--- config.mk ---
export PLATFORM = sky130hd
export DESIGN_NAME = q_pulse_meter_flat
export DESIGN_NICKNAME = d
export VERILOG_FILES = /design/src/rtl/q_pulse_meter_if.sv /design/src/rtl/q_pulse_meter.sv /design/src/flat_wrapper.sv
export SDC_FILE = /design/constraint.sdc
export NUM_CORES = 1
export LEC_CHECK = 0
export CORE_AREA = 2 2 50 99
export CTS_BUF_LIST = sky130_fd_sc_hd__clkbuf_16
export DETAILED_ROUTE_END_ITERATION = 12
export DIE_AREA = 0 0 52 101
export GPL_TIMING_DRIVEN = 0
export PLACE_DENSITY = 0.78
export SYNTH_ARGS = -nofsm -noshare
export SYNTH_HDL_FRONTEND = slang
export SYNTH_SLANG_ARGS = --single-unit
export TNS_END_PERCENT = 50
--- constraint.sdc ---
create_clock -name clk -period 2.25 [get_ports clk]
set_clock_uncertainty 0.2 [all_clocks]
set_input_delay 0.225 -clock clk [delete_from_list [all_inputs] [get_ports clk]]
set_output_delay 0.225 -clock clk [all_outputs]
set_load 0.02 [all_outputs]
--- src/rtl/q_pulse_meter_if.sv ---
// rtl/q_pulse_meter_if.sv - control and result bundle of the charge pulse meter
//
// Purpose: groups the measurement controls and the published burst results.
// Signals:
//    enable       controller -> meter  measurement enable, low aborts a burst
//    start        controller -> meter  arm request (level)
//    q_serialized source -> meter      raw pulse train, asynchronous to clk
//    q_measured   meter -> controller  charge of the last completed burst
//    ready        meter -> controller  one-cycle strobe, results valid with it
//    pulse_count  meter -> controller  pulses in the last completed burst
//    overflow     meter -> controller  last completed burst saturated
interface q_pulse_meter_if #(
   parameter int BUS_WIDTH = 10
);
   logic                 enable;
   logic                 start;
   logic                 q_serialized;
   logic [BUS_WIDTH-1:0] q_measured;
   logic                 ready;
   logic [BUS_WIDTH-1:0] pulse_count;
   logic                 overflow;

   modport master (
      output enable, start, q_serialized,
      input  q_measured, ready, pulse_count, overflow
   );

   modport slave (
      input  enable, start, q_serialized,
      output q_measured, ready, pulse_count, overflow
   );
endinterface

--- src/rtl/q_pulse_meter.sv ---
// rtl/q_pulse_meter.sv - converts a serialized charge pulse train into a charge word
//
// Purpose: counts rising edges of q_serialized, weights each by Q_PER_PULSE and
// publishes the burst total once the line has been idle for 2**WTD_BUS_WIDTH-1
// cycles.
// Ports:
//    clk  system clock, rising edge
//    rst  asynchronous active-low reset
//    bus  q_pulse_meter_if.slave (controls in, burst results out)
module q_pulse_meter #(
   parameter int BUS_WIDTH     = 10,
   parameter int WTD_BUS_WIDTH = 3,
   parameter int Q_PER_PULSE   = 3
) (
   input logic            clk,
   input logic            rst,
   q_pulse_meter_if.slave bus
);
   typedef enum logic [1:0] {S_IDLE, S_ARMED, S_COUNT, S_DONE} state_t;

   localparam logic [BUS_WIDTH-1:0]     ACC_MAX  = '1;
   localparam logic [BUS_WIDTH:0]       Q_EXT    = (BUS_WIDTH+1)'(Q_PER_PULSE);
   localparam logic [WTD_BUS_WIDTH-1:0] WDT_LAST = WTD_BUS_WIDTH'(2**WTD_BUS_WIDTH - 2);

   state_t                 state_q, state_d;
   logic                   s1_q, s2_q, s3_q;
   logic [BUS_WIDTH-1:0]   acc_q, acc_d;
   logic [BUS_WIDTH-1:0]   pcnt_q, pcnt_d;
   logic [WTD_BUS_WIDTH-1:0] wdt_q, wdt_d;
   logic                   ovf_q, ovf_d;
   logic [BUS_WIDTH-1:0]   qmeas_q, qmeas_d;
   logic [BUS_WIDTH-1:0]   pcount_q, pcount_d;
   logic                   ovfout_q, ovfout_d;
   logic                   rise;
   logic                   expire;
   logic                   ready_w;
   logic [BUS_WIDTH:0]     sum_w;

   assign rise   = s2_q & ~s3_q;
   // The watchdog only counts low cycles, so a rising edge can never coincide
   // with expiry.
   assign expire = (wdt_q == WDT_LAST) && !s2_q;

   // Extra top bit flags saturation; the base is zero for the first pulse.
   function automatic logic [BUS_WIDTH:0] sat_add(input logic [BUS_WIDTH-1:0] a);
      logic [BUS_WIDTH:0] s;
      s = {1'b0, a} + Q_EXT;
      if (s[BUS_WIDTH]) return {1'b1, ACC_MAX};
      return s;
   endfunction

   assign sum_w = sat_add((state_q == S_COUNT) ? acc_q : '0);

   // State register
   always_ff @(posedge clk or negedge rst) begin
      if (!rst) state_q <= S_IDLE;
      else      state_q <= state_d;
   end

   // Next-state logic; enable low overrides everything, including DONE.
   always_comb begin
      state_d = state_q;
      if (!bus.enable) begin
         state_d = S_IDLE;
      end else begin
         case (state_q)
            S_IDLE:  if (bus.start) state_d = S_ARMED;
            S_ARMED: if (rise) state_d = S_COUNT;
            S_COUNT: if (expire) state_d = S_DONE;
            S_DONE:  state_d = bus.start ? S_ARMED : S_IDLE;
            default: state_d = S_IDLE;
         endcase
      end
   end

   // Output logic
   always_comb begin
      ready_w = (state_q == S_DONE);
   end

   // Datapath next state
   always_comb begin
      acc_d    = acc_q;
      pcnt_d   = pcnt_q;
      wdt_d    = wdt_q;
      ovf_d    = ovf_q;
      qmeas_d  = qmeas_q;
      pcount_d = pcount_q;
      ovfout_d = ovfout_q;
      if (!bus.enable) begin
         acc_d  = '0;
         pcnt_d = '0;
         wdt_d  = '0;
         ovf_d  = 1'b0;
      end else begin
         case (state_q)
            S_ARMED: begin
               if (rise) begin
                  acc_d  = sum_w[BUS_WIDTH-1:0];
                  ovf_d  = sum_w[BUS_WIDTH];
                  pcnt_d = BUS_WIDTH'(1);
                  wdt_d  = '0;
               end
            end
            S_COUNT: begin
               if (rise) begin
                  acc_d  = sum_w[BUS_WIDTH-1:0];
                  ovf_d  = ovf_q | sum_w[BUS_WIDTH];
                  pcnt_d = (pcnt_q == ACC_MAX) ? ACC_MAX : pcnt_q + 1'b1;
               end
               if (s2_q) wdt_d = '0;
               else if (wdt_q != WDT_LAST) wdt_d = wdt_q + 1'b1;
               // Results are loaded on entry to DONE so they are valid
               // in the same cycle as the ready strobe.
               if (expire) begin
                  qmeas_d  = acc_q;
                  pcount_d = pcnt_q;
                  ovfout_d = ovf_q;
               end
            end
            S_DONE: begin
               acc_d  = '0;
               pcnt_d = '0;
               wdt_d  = '0;
               ovf_d  = 1'b0;
            end
            default: ;
         endcase
      end
   end

   always_ff @(posedge clk or negedge rst) begin
      if (!rst) begin
         s1_q     <= 1'b0;
         s2_q     <= 1'b0;
         s3_q     <= 1'b0;
         acc_q    <= '0;
         pcnt_q   <= '0;
         wdt_q    <= '0;
         ovf_q    <= 1'b0;
         qmeas_q  <= '0;
         pcount_q <= '0;
         ovfout_q <= 1'b0;
      end else begin
         s1_q     <= bus.q_serialized;
         s2_q     <= s1_q;
         s3_q     <= s2_q;
         acc_q    <= acc_d;
         pcnt_q   <= pcnt_d;
         wdt_q    <= wdt_d;
         ovf_q    <= ovf_d;
         qmeas_q  <= qmeas_d;
         pcount_q <= pcount_d;
         ovfout_q <= ovfout_d;
      end
   end

   assign bus.q_measured  = qmeas_q;
   assign bus.pulse_count = pcount_q;
   assign bus.overflow    = ovfout_q;
   assign bus.ready       = ready_w;
endmodule

--- src/flat_wrapper.sv ---
// flat-port wrapper written by rule: the top's interface ports become plain ports
module q_pulse_meter_flat 
#(
   parameter int BUS_WIDTH     = 10,
   parameter int WTD_BUS_WIDTH = 3,
   parameter int Q_PER_PULSE   = 3
)
  (clk, rst, bus_enable, bus_start, bus_q_serialized, bus_q_measured, bus_ready, bus_pulse_count, bus_overflow);
  q_pulse_meter_if #(.BUS_WIDTH(BUS_WIDTH)) bus_i ();
  input logic clk;
  input logic rst;
  input wire logic [$bits(bus_i.enable)-1:0] bus_enable;
  input wire logic [$bits(bus_i.start)-1:0] bus_start;
  input wire logic [$bits(bus_i.q_serialized)-1:0] bus_q_serialized;
  output wire logic [$bits(bus_i.q_measured)-1:0] bus_q_measured;
  output wire logic [$bits(bus_i.ready)-1:0] bus_ready;
  output wire logic [$bits(bus_i.pulse_count)-1:0] bus_pulse_count;
  output wire logic [$bits(bus_i.overflow)-1:0] bus_overflow;
  assign bus_i.enable = bus_enable;
  assign bus_i.start = bus_start;
  assign bus_i.q_serialized = bus_q_serialized;
  assign bus_q_measured = bus_i.q_measured;
  assign bus_ready = bus_i.ready;
  assign bus_pulse_count = bus_i.pulse_count;
  assign bus_overflow = bus_i.overflow;
  q_pulse_meter #(.BUS_WIDTH(BUS_WIDTH), .WTD_BUS_WIDTH(WTD_BUS_WIDTH), .Q_PER_PULSE(Q_PER_PULSE)) u_core (.clk(clk), .rst(rst), .bus(bus_i));
endmodule
# --- Word-level counts from Yosys, hierarchy flattened ---
# Index checks and enable logic that the tools add are counted.
word_totals:
  regBits: 50
  output_inout_bits: 22
classes:
  add_sub_neg: 3
  n_eq_ne: 14
  mux: 27
  n_bitwise: 3
  n_reduce_logical: 9
op_table:
  columns: ["op", "n"]
  rows:
  - ["$mux W10", 7]
  - ["$pmux W10 S3", 1]
  - ["$mux W11", 2]
  - ["$pmux W10 S2", 1]
  - ["$ne A3 B2 Y1 const B", 5]
  - ["$mux W3", 4]
  - ["$reduce_and A3 Y1", 4]
  - ["$add A10 B2 Y11 const B", 1]
  - ["$add A10 B1 Y10 const B", 1]
  - ["$eq A10 B10 Y1 const B", 1]
  - ["$pmux W3 S3", 1]
  - ["$mux W2", 4]
  - ["$pmux W2 S4", 1]
  - ["$ne A3 B3 Y1 const B", 2]
  - ["$mux W1", 5]
  - ["$eq A2 B2 Y1 const B", 2]
  - ["$ne A4 B1 Y1 const B", 1]
  - ["$ne A4 B3 Y1 const B", 1]
  - ["$add A3 B1 Y3 const B", 1]
  - ["$eq A3 B3 Y1 const B", 1]
  - ["$pmux W1 S3", 1]
  - ["$eq A2 B1 Y1 const B", 1]
  - ["$logic_not A2 Y1", 1]
  - ["$reduce_and A2 Y1", 1]
  - ["other kinds (6)", 6]

# --- Longest topological paths before layout ---
# Gate-level depths: netlist (run 1).
logic_depth:
  depth_word: 9
  depth_mapped: 7
  ltp_nobuf: 6

# --- Least setup slack after synthesis (run 1) ---
# OpenSTA, ideal clock, no wires.
synth_path:
  kind: "reg-to-reg"
  from: "reg u_core.state_q[0]"
  to: "reg u_core.acc_q[2]"
  arrival_ns: 1.762
  required_ns: 1.981
  slack_ns: 0.219
  stages_incl_launch_ff: 8
  cell_sequence: "dfrtp_1 > inv_1 > ha_1 > nand2b_1 > and3_1 > buf_2 > or4_1 > nand3_1"
synth_between:
  elab_chain_cells: 8
  elab_cells_between_ends: 14
  cone_classes: "1 x add/sub; 5 x eq/ne; 6 x mux; 2 x reduce/logical"
synth_rtl:
  columns: ["element", "line_no", "text"]
  rows:
  - ["start: declaration", "q_pulse_meter.sv:25", "state_t state_q, state_d;"]
  - ["start signal: assignment", "q_pulse_meter.sv:57", "else state_q <= state_d;"]
  - ["$eq A2 B2 Y1", "q_pulse_meter.sv:52, q_pulse_meter.sv:96", null]
  - ["$mux W10", "q_pulse_meter.sv:52", "assign sum_w = sat_add((state_q == S_COUNT) ? acc_q : '0);"]
  - ["$add A10 B2 Y11", "q_pulse_meter.sv:47", "s = {1'b0, a} + Q_EXT;"]
  - ["$mux W1", "q_pulse_meter.sv:48", "if (s[BUS_WIDTH]) return {1'b1, ACC_MAX};"]
  - ["$mux W11", "q_pulse_meter.sv:49", "return s;"]
  - ["$mux W10", "q_pulse_meter.sv:98, q_pulse_meter.sv:106", null]
  - ["$pmux W10 S2", "q_pulse_meter.sv:96", "case (state_q)"]
  - ["$mux W10", "q_pulse_meter.sv:90", "if (!bus.enable) begin"]
  - ["end signal: assignment", "q_pulse_meter.sv:137", "acc_q <= '0;"]
  - ["end signal: assignment", "q_pulse_meter.sv:148", "acc_q <= acc_d;"]
  - ["end: declaration", "q_pulse_meter.sv:27", "logic [BUS_WIDTH-1:0] acc_q, acc_d;"]
# Parallel ways exist; a longest one is shown, timed or not. The select of a mux whose other input is x is not followed.
# A chain may end at the register's enable or synchronous reset.

# --- Final worst setup path (run 1) ---
# Same ends and word-level chain as after synthesis.

==> results.ini, run 1 <==
[final_layout]
drive_above_1_share_pct = 18.0
fill_cells = 337
syn_to_final_growth_pct = 20.3
num_antenna_cells = 0
seq_area_sq_um = 1250
multiInputGateArea_sq_um = 1120
nets = 277
fin_util_pct = 65.8
layout.cells.non_filler = 321

[yosys]
syn_area_sq_um = 2470
synth.distinct_cells = 48
syn-num-nets = 242
yosys_warnings = 0
yosysSeqAreaShare_pct = 50.7
ys_seq_elements = 50
async_reset_ff_share_pct = 100
synth_enable_flop_cells = 0
netlist_instances = 230
syn_avg_cell_area_sq_um = 10.7
synth_ff_type = dfrtp_1

[detailed_routing]
dr.pass1.iters = 4
drtIter0Drc = 39
routed-via-count = 1922
drt-total-wl_um = 5030
viasPerCell = 5.99
ant_nets = 0
routedWlPerCell_um = 15.7
drc = 0

[worst_setup_path]
cp_max_fo = 9
crit_chain = inv_1 -> ha_1 -> nand2b_1 -> and3_1 -> buf_2 -> or4_1 -> nand3_1
crit_family = simple AND/OR/NAND/NOR gates
critPathBufInv = 2
required_ns = 2.27
cp_slowest_cell = or4_1
critPathMaxStageDelay_ns = 0.52
arrival_ns = 2.23
crit_path_end_kind = flop
start_kind = flop
crit_type = reg2reg

[sta]
worst_slack_ns = 0.0405
slew_violations = 0
rsz0062_at_grt = true
hold_slack_ns = 0.145
period_share_pct = 98.2
finalSetupViolCount = 0
max_freq_ghz = 0.453
hold_viol = 0
tightest_slew_ns = 0.591
relSlewSlack_pct = 60.3
fin_crit_ns = 2.21

[clock_tree]
cts_tree = built
path_clk_slew_ns = 0.06
cts_buffers = 5
cts_max_level = 2
clk_latency_ns = 0.28
cts_root_buf = clkbuf_16
clock_path_buffers = 2
clock_sinks = 50

[die]
start_util_pct = 54.7
dieArea_sq_um = 5250
die_h_um = 101
io_pins = 27
rows = 35
chipWidth_um = 52
core_area_sq_um = 4510

[global_route]
grt_usage_pct = 20.6
grt_pass1_wl_um = 8380
grt_start_max_net_pins = 34
overflow = 0
grt_pass1_vias = 1863
antenna_found_initial = 0

[place]
post-dp-hpwl_um = 3540
dp_cells = 311
gp_congestion = 0.865
place_worst_setup_slack_ns = -0.146
io_buffer_count = 25

[power_and_ir_drop]
p_leak_nw = 1.30
power_density_nw_per_um2 = 751
ir_drop_mv = 0.757

[run_status]
status = finished, final reports clean

[flow_run]
cap_violations = 0

[hold_path]
hold_class = in2reg

-- placed cells by master (no fill, tap or decap), types with 3 or more instances in the layout --
cell type        count
clkdlybuf4s50_1     24
clkbuf_16            5
mux2_2              23
inv_1               14
nand3_1              9
buf_4                3
nand3b_1             3
a21oi_1             20
nor3_1              10
nand2_1             10
a31oi_1              3
nand4_1              4
o22ai_1              4
nor2_1              16
dfrtp_1             50
o21ai_0             13
buf_2                3
ha_1                 6
-- sequential cells by signal (all words and copies together), names as in the netlist --
register                flops
u_core.pcnt_q              10
u_core.s3_q                 1
u_core.acc_q               10
u_core.bus.overflow         1
u_core.state_q              2
u_core.ovf_q                1
u_core.bus.pulse_count     10
u_core.s1_q                 1
u_core.s2_q                 1
u_core.bus.q_measured      10
u_core.wdt_q                3
-- per-stage QoR --
step | cell area [sq um] | power (mW) | setup TNS, ns
CTS | 2960 | 2.22 | 0
floorplan | 2470 | 1.39 | 0
global route | 2970 | 2.35 | -0.131
global placement | 2790 | 1.49 | -31.31
finish | 2970 | 2.23 | 0
detailed placement | 2800 | 1.52 | -2.49
-- logic make-up (layout without fill, tap and decap cells) --
logic type / count (synthesis) / count (layout) / share of synthesized area [%]
flops: 50 / 50 / 50.7
compound gates: 62 / 62 / 16.8
buf+inv: 21 / 57 / 4.11
fa+ha+maj: 7 / 7 / 3.55
mux: 24 / 24 / 10.9
simple gates: 66 / 66 / 13.9
-- synthesized netlist by cell type (2+ instances only) --
cell type,instances,share of area [%]
o21ai_1,2,0.41
or4_1,2,0.61
nand2_1,11,1.7
buf_4,3,0.91
o22ai_1,4,1.0
nand3b_1,3,0.91
nor2_1,17,2.6
a31o_2,2,0.71
a21oi_1,20,4.1
ha_1,7,3.5
o21ai_0,13,2.6
mux2_2,23,10
dfrtp_1,50,51
nand4_1,4,1.0
inv_1,13,2.0
nor3_1,10,2.0
a31oi_1,3,0.76
nand2b_1,2,0.51
buf_2,2,0.41
nand3_1,9,1.8
and3_1,2,0.51
o41ai_1,2,0.71
-- metal layers --
metal  vias up  GRT usage [%]  part of all wire (%)
met1       956           25.7                    42
met3         9           3.41                   3.7
met5         -              0                     0
met4         0           7.69                   1.7
li1        918              -                     -
met2        39           35.0                    53
-- final cells by class --
type / count / area share [%]
inverters: 13 / 1.64
plain buffers: 8 / 1.90
clock inverters: 3 / 0.421
multi-input cells: 159 / 37.8
well taps: 55 / 2.32
repair buffers: 28 / 9.52
clock buffers: 5 / 4.21
flip-flops and latches: 50 / 42.1
-- tightest hold or removal path, stage by stage --
cell and delay [ns]:
buf_2 0.15, inv_1 0.14, nor2_1 0.07
-- worst paths after layout --
path / startpoint / endpoint / slack, ns / depth (start not counted)
max in group asynchronous: rst / u_core.pcnt_q[7]$_DFFE_PN0P_ / 1.14 / 3
worst max register to register: u_core.state_q[0]$_DFFE_PN0P_ / u_core.acc_q[2]$_DFFE_PN0P_ / 0.04 / 7
worst min-delay path: bus_enable / u_core.state_q[1]$_DFFE_PN0P_ / 0.15 / 3
worst min register to register: u_core.s1_q$_DFF_PN0_ / u_core.s2_q$_DFF_PN0_ / 0.15 / 0
worst max-delay path: u_core.state_q[0]$_DFFE_PN0P_ / u_core.acc_q[2]$_DFFE_PN0P_ / 0.04 / 7
min in group asynchronous: rst / u_core.acc_q[8]$_DFFE_PN0P_ / 0.21 / 2
-- power by group --
| part | internal, mW | total [mW] | switching [mW] |
|---|---|---|---|
| sequential | 0.946 | 1.01 | 0.0639 |
| combinational | 0.221 | 0.536 | 0.315 |
| clock | 0.401 | 0.685 | 0.284 |
-- repair_timing --
item	CTS	global route
pin swaps	0	1
setup endpoints to repair	20	22
hold buffers	1	0
buffers inserted	0	1
resized for setup	2	2
endpoints found under the hold margin	17	0
No activity file was read; power rests on OpenSTA's default activity.
==> run 2: changes to the inputs <==
- CORE_AREA: 2 2 50 99 -> 2 2 58 115
- DIE_AREA: 0 0 52 101 -> 0 0 60 117
- GPL_ROUTABILITY_DRIVEN: not set -> 0
- PLACE_DENSITY: 0.78 -> not set
- TNS_END_PERCENT: 50 -> 5
==> run 2 against run 1 <==
Net effect: total power grew 2.9%; non-clock buffer count grew 1; highest routed layer unchanged; critical path depth shrank 1; largest cell class unchanged.
==> results.ini, run 2 (synthesis gave the netlist of run 1 again) <==
[run_status]
status = finished, final reports clean

[worst_setup_path]
r2r-end = u_core.pcnt_q[5]$_DFFE_PN0P_
start_kind = flop
worst-r2r-setup-slack_ns = 0.09
cp_max_fo = 9
cp_slowest_cell = dfrtp_1
required_ns = 2.23
crit_type = reg2reg
arrival_ns = 2.13
crit_path_end_kind = flop
r2r-start = u_core.state_q[1]$_DFFE_PN0P_
crit_chain = buf_4 -> ha_2 -> or3b_1 -> o211ai_2 -> a21bo_2 -> a22o_1
critPathMaxStageDelay_ns = 0.42
r2r_cells = 6

[sta]
hold_viol = 0
rsz0062_at_grt = true
hold_slack_ns = 0.127
slew_violations = 0
relSlewSlack_pct = 61.2
worst_slack_ns = 0.0928
setup_tns_ns = 0
max_freq_ghz = 0.464
finalSetupViolCount = 0
tightest_slew_ns = 0.577
period_share_pct = 95.9
fin_crit_ns = 2.16

[detailed_routing]
viasPerCell = 5.46
drc = 0
drt-total-wl_um = 5160
routedWlPerCell_um = 14.6
dr.pass1.iters = 4
routed-via-count = 1926
ant_nets = 0
drtIter0Drc = 95

[clock_tree]
path_clk_slew_ns = 0.06
clk_latency_ns = 0.29
cts_buffers = 5
clock_sinks = 50
cts_tree = built
clock_path_buffers = 2
cts_root_buf = clkbuf_16
cts_max_level = 2

[die]
core_area_sq_um = 6210
die_h_um = 117
start_util_pct = 39.8
io_pins = 27
rows = 41
dieArea_sq_um = 7020
chipWidth_um = 60

[final_layout]
seq_area_sq_um = 1250
num_antenna_cells = 0
final_cell_mix = dfrtp_1 (50), clkdlybuf4s50_1 (24), mux2_2 (23), a21oi_1 (20), nor2_1 (16)
fill_cells = 590
final_common_cell = dfrtp_1
nets = 278
multiInputGateArea_sq_um = 1140
drive_above_1_share_pct = 19.1
syn_to_final_growth_pct = 22.7

[hold_path]
worstHoldEndpoint = u_core.state_q[1]$_DFFE_PN0P_
hold_class = in2reg
hold_depth = 3
min_from = bus_enable

[power_and_ir_drop]
p_leak_nw = 1.30
ir_drop_mv = 0.553
power_density_nw_per_um2 = 758
power_mw = 2.30

[place]
io_buffer_count = 25
place_worst_setup_slack_ns = -0.149
post-dp-hpwl_um = 3600

[global_route]
grt_start_max_net_pins = 36
grt_pass1_wl_um = 8910
grt_pass1_vias = 1875
overflow = 0
grt_usage_pct = 16.6
antenna_found_initial = 0

[flow_run]
cap_violations = 0

-- run 2: cell count changes in the layout (fill, tap and decap cells not counted) --
cell / previous run / this run
buf_4: 3 / 4
ha_1: 6 / 5
ha_4: 0 / 1
inv_1: 14 / 13
inv_2: 0 / 1
-- run 2: through the flow --
stage	cell area (sq um)	util, %	std cells
final	3030	48.8	353
after global routing	3030	48.8	353
after CTS	2990	48.2	351
after detailed placement	2840	45.8	342
after global placement	2830	45.5	341
after floorplan	2470	-	230
-- run 2: how the worst max path moves through the flow --
stage,start,end,cells past startpoint,slack [ns]
2_1_floorplan,u_core.state_q[0]$_DFFE_PN0P_,u_core.acc_q[2]$_DFFE_PN0P_,7,0.22
3_3_place_gp,rst,u_core.s1_q$_DFF_PN0_,1,-0.71
3_5_place_dp,u_core.state_q[0]$_DFFE_PN0P_,u_core.bus.overflow$_DFFE_PN0P_,6,-0.15
4_1_cts,u_core.state_q[0]$_DFFE_PN0P_,u_core.bus.overflow$_DFFE_PN0P_,6,0.04
5_1_grt,u_core.state_q[1]$_DFFE_PN0P_,u_core.state_q[0]$_DFFE_PN0P_,6,-0.008
6_report,u_core.state_q[1]$_DFFE_PN0P_,u_core.pcnt_q[5]$_DFFE_PN0P_,6,0.09
-- run 2: report_power, final --
| group | internal (mW) | switching (mW) | total (mW) | leakage [nW] |
|---|---|---|---|---|
| logic | 0.247 | 0.327 | 0.574 | 0.546 |
| clock network | 0.402 | 0.316 | 0.718 | 0.0724 |
| registers | 0.946 | 0.0574 | 1.00 | 0.685 |
| total | 1.59 | 0.701 | 2.30 | 1.30 |
-- run 2: area by class of cell --
type | instances | area share (%)
clock buffer | 5 | 4.13
clock inverter | 3 | 0.413
sequential | 50 | 41.3
inverter | 13 | 1.61
tap | 86 | 3.55
timing repair buffer | 29 | 9.59
multi-input combinational | 159 | 37.5
buffer | 8 | 1.86
-- run 2: worst max-delay path, delay by kind of cell, from the launching register on --
family | cells | cell delay [ns]
buffers and inverters | 1 | 0.15
and+or+nand+nor | 1 | 0.40
adders and majority gates | 1 | 0.23
AOI/OAI and AO/OA | 3 | 0.64
DFF | 1 | 0.42
-- run 2: per-layer routing --
layer	vias up	part of all wire, %	GRT usage (%)
met5	-	0	0
met4	0	1.6	6.07
met3	7	3.2	3.74
met2	42	51	27.4
met1	954	45	20.8
li1	923	-	-
-- run 2: repair_timing --
action / CTS / global route
pin swaps: 0 / 2
gates resized for setup: 2 / 4
setup endpoints to repair: 20 / 27
hold endpoints to repair: 15 / 0
setup buffers: 0 / 2
hold buffers: 1 / 0
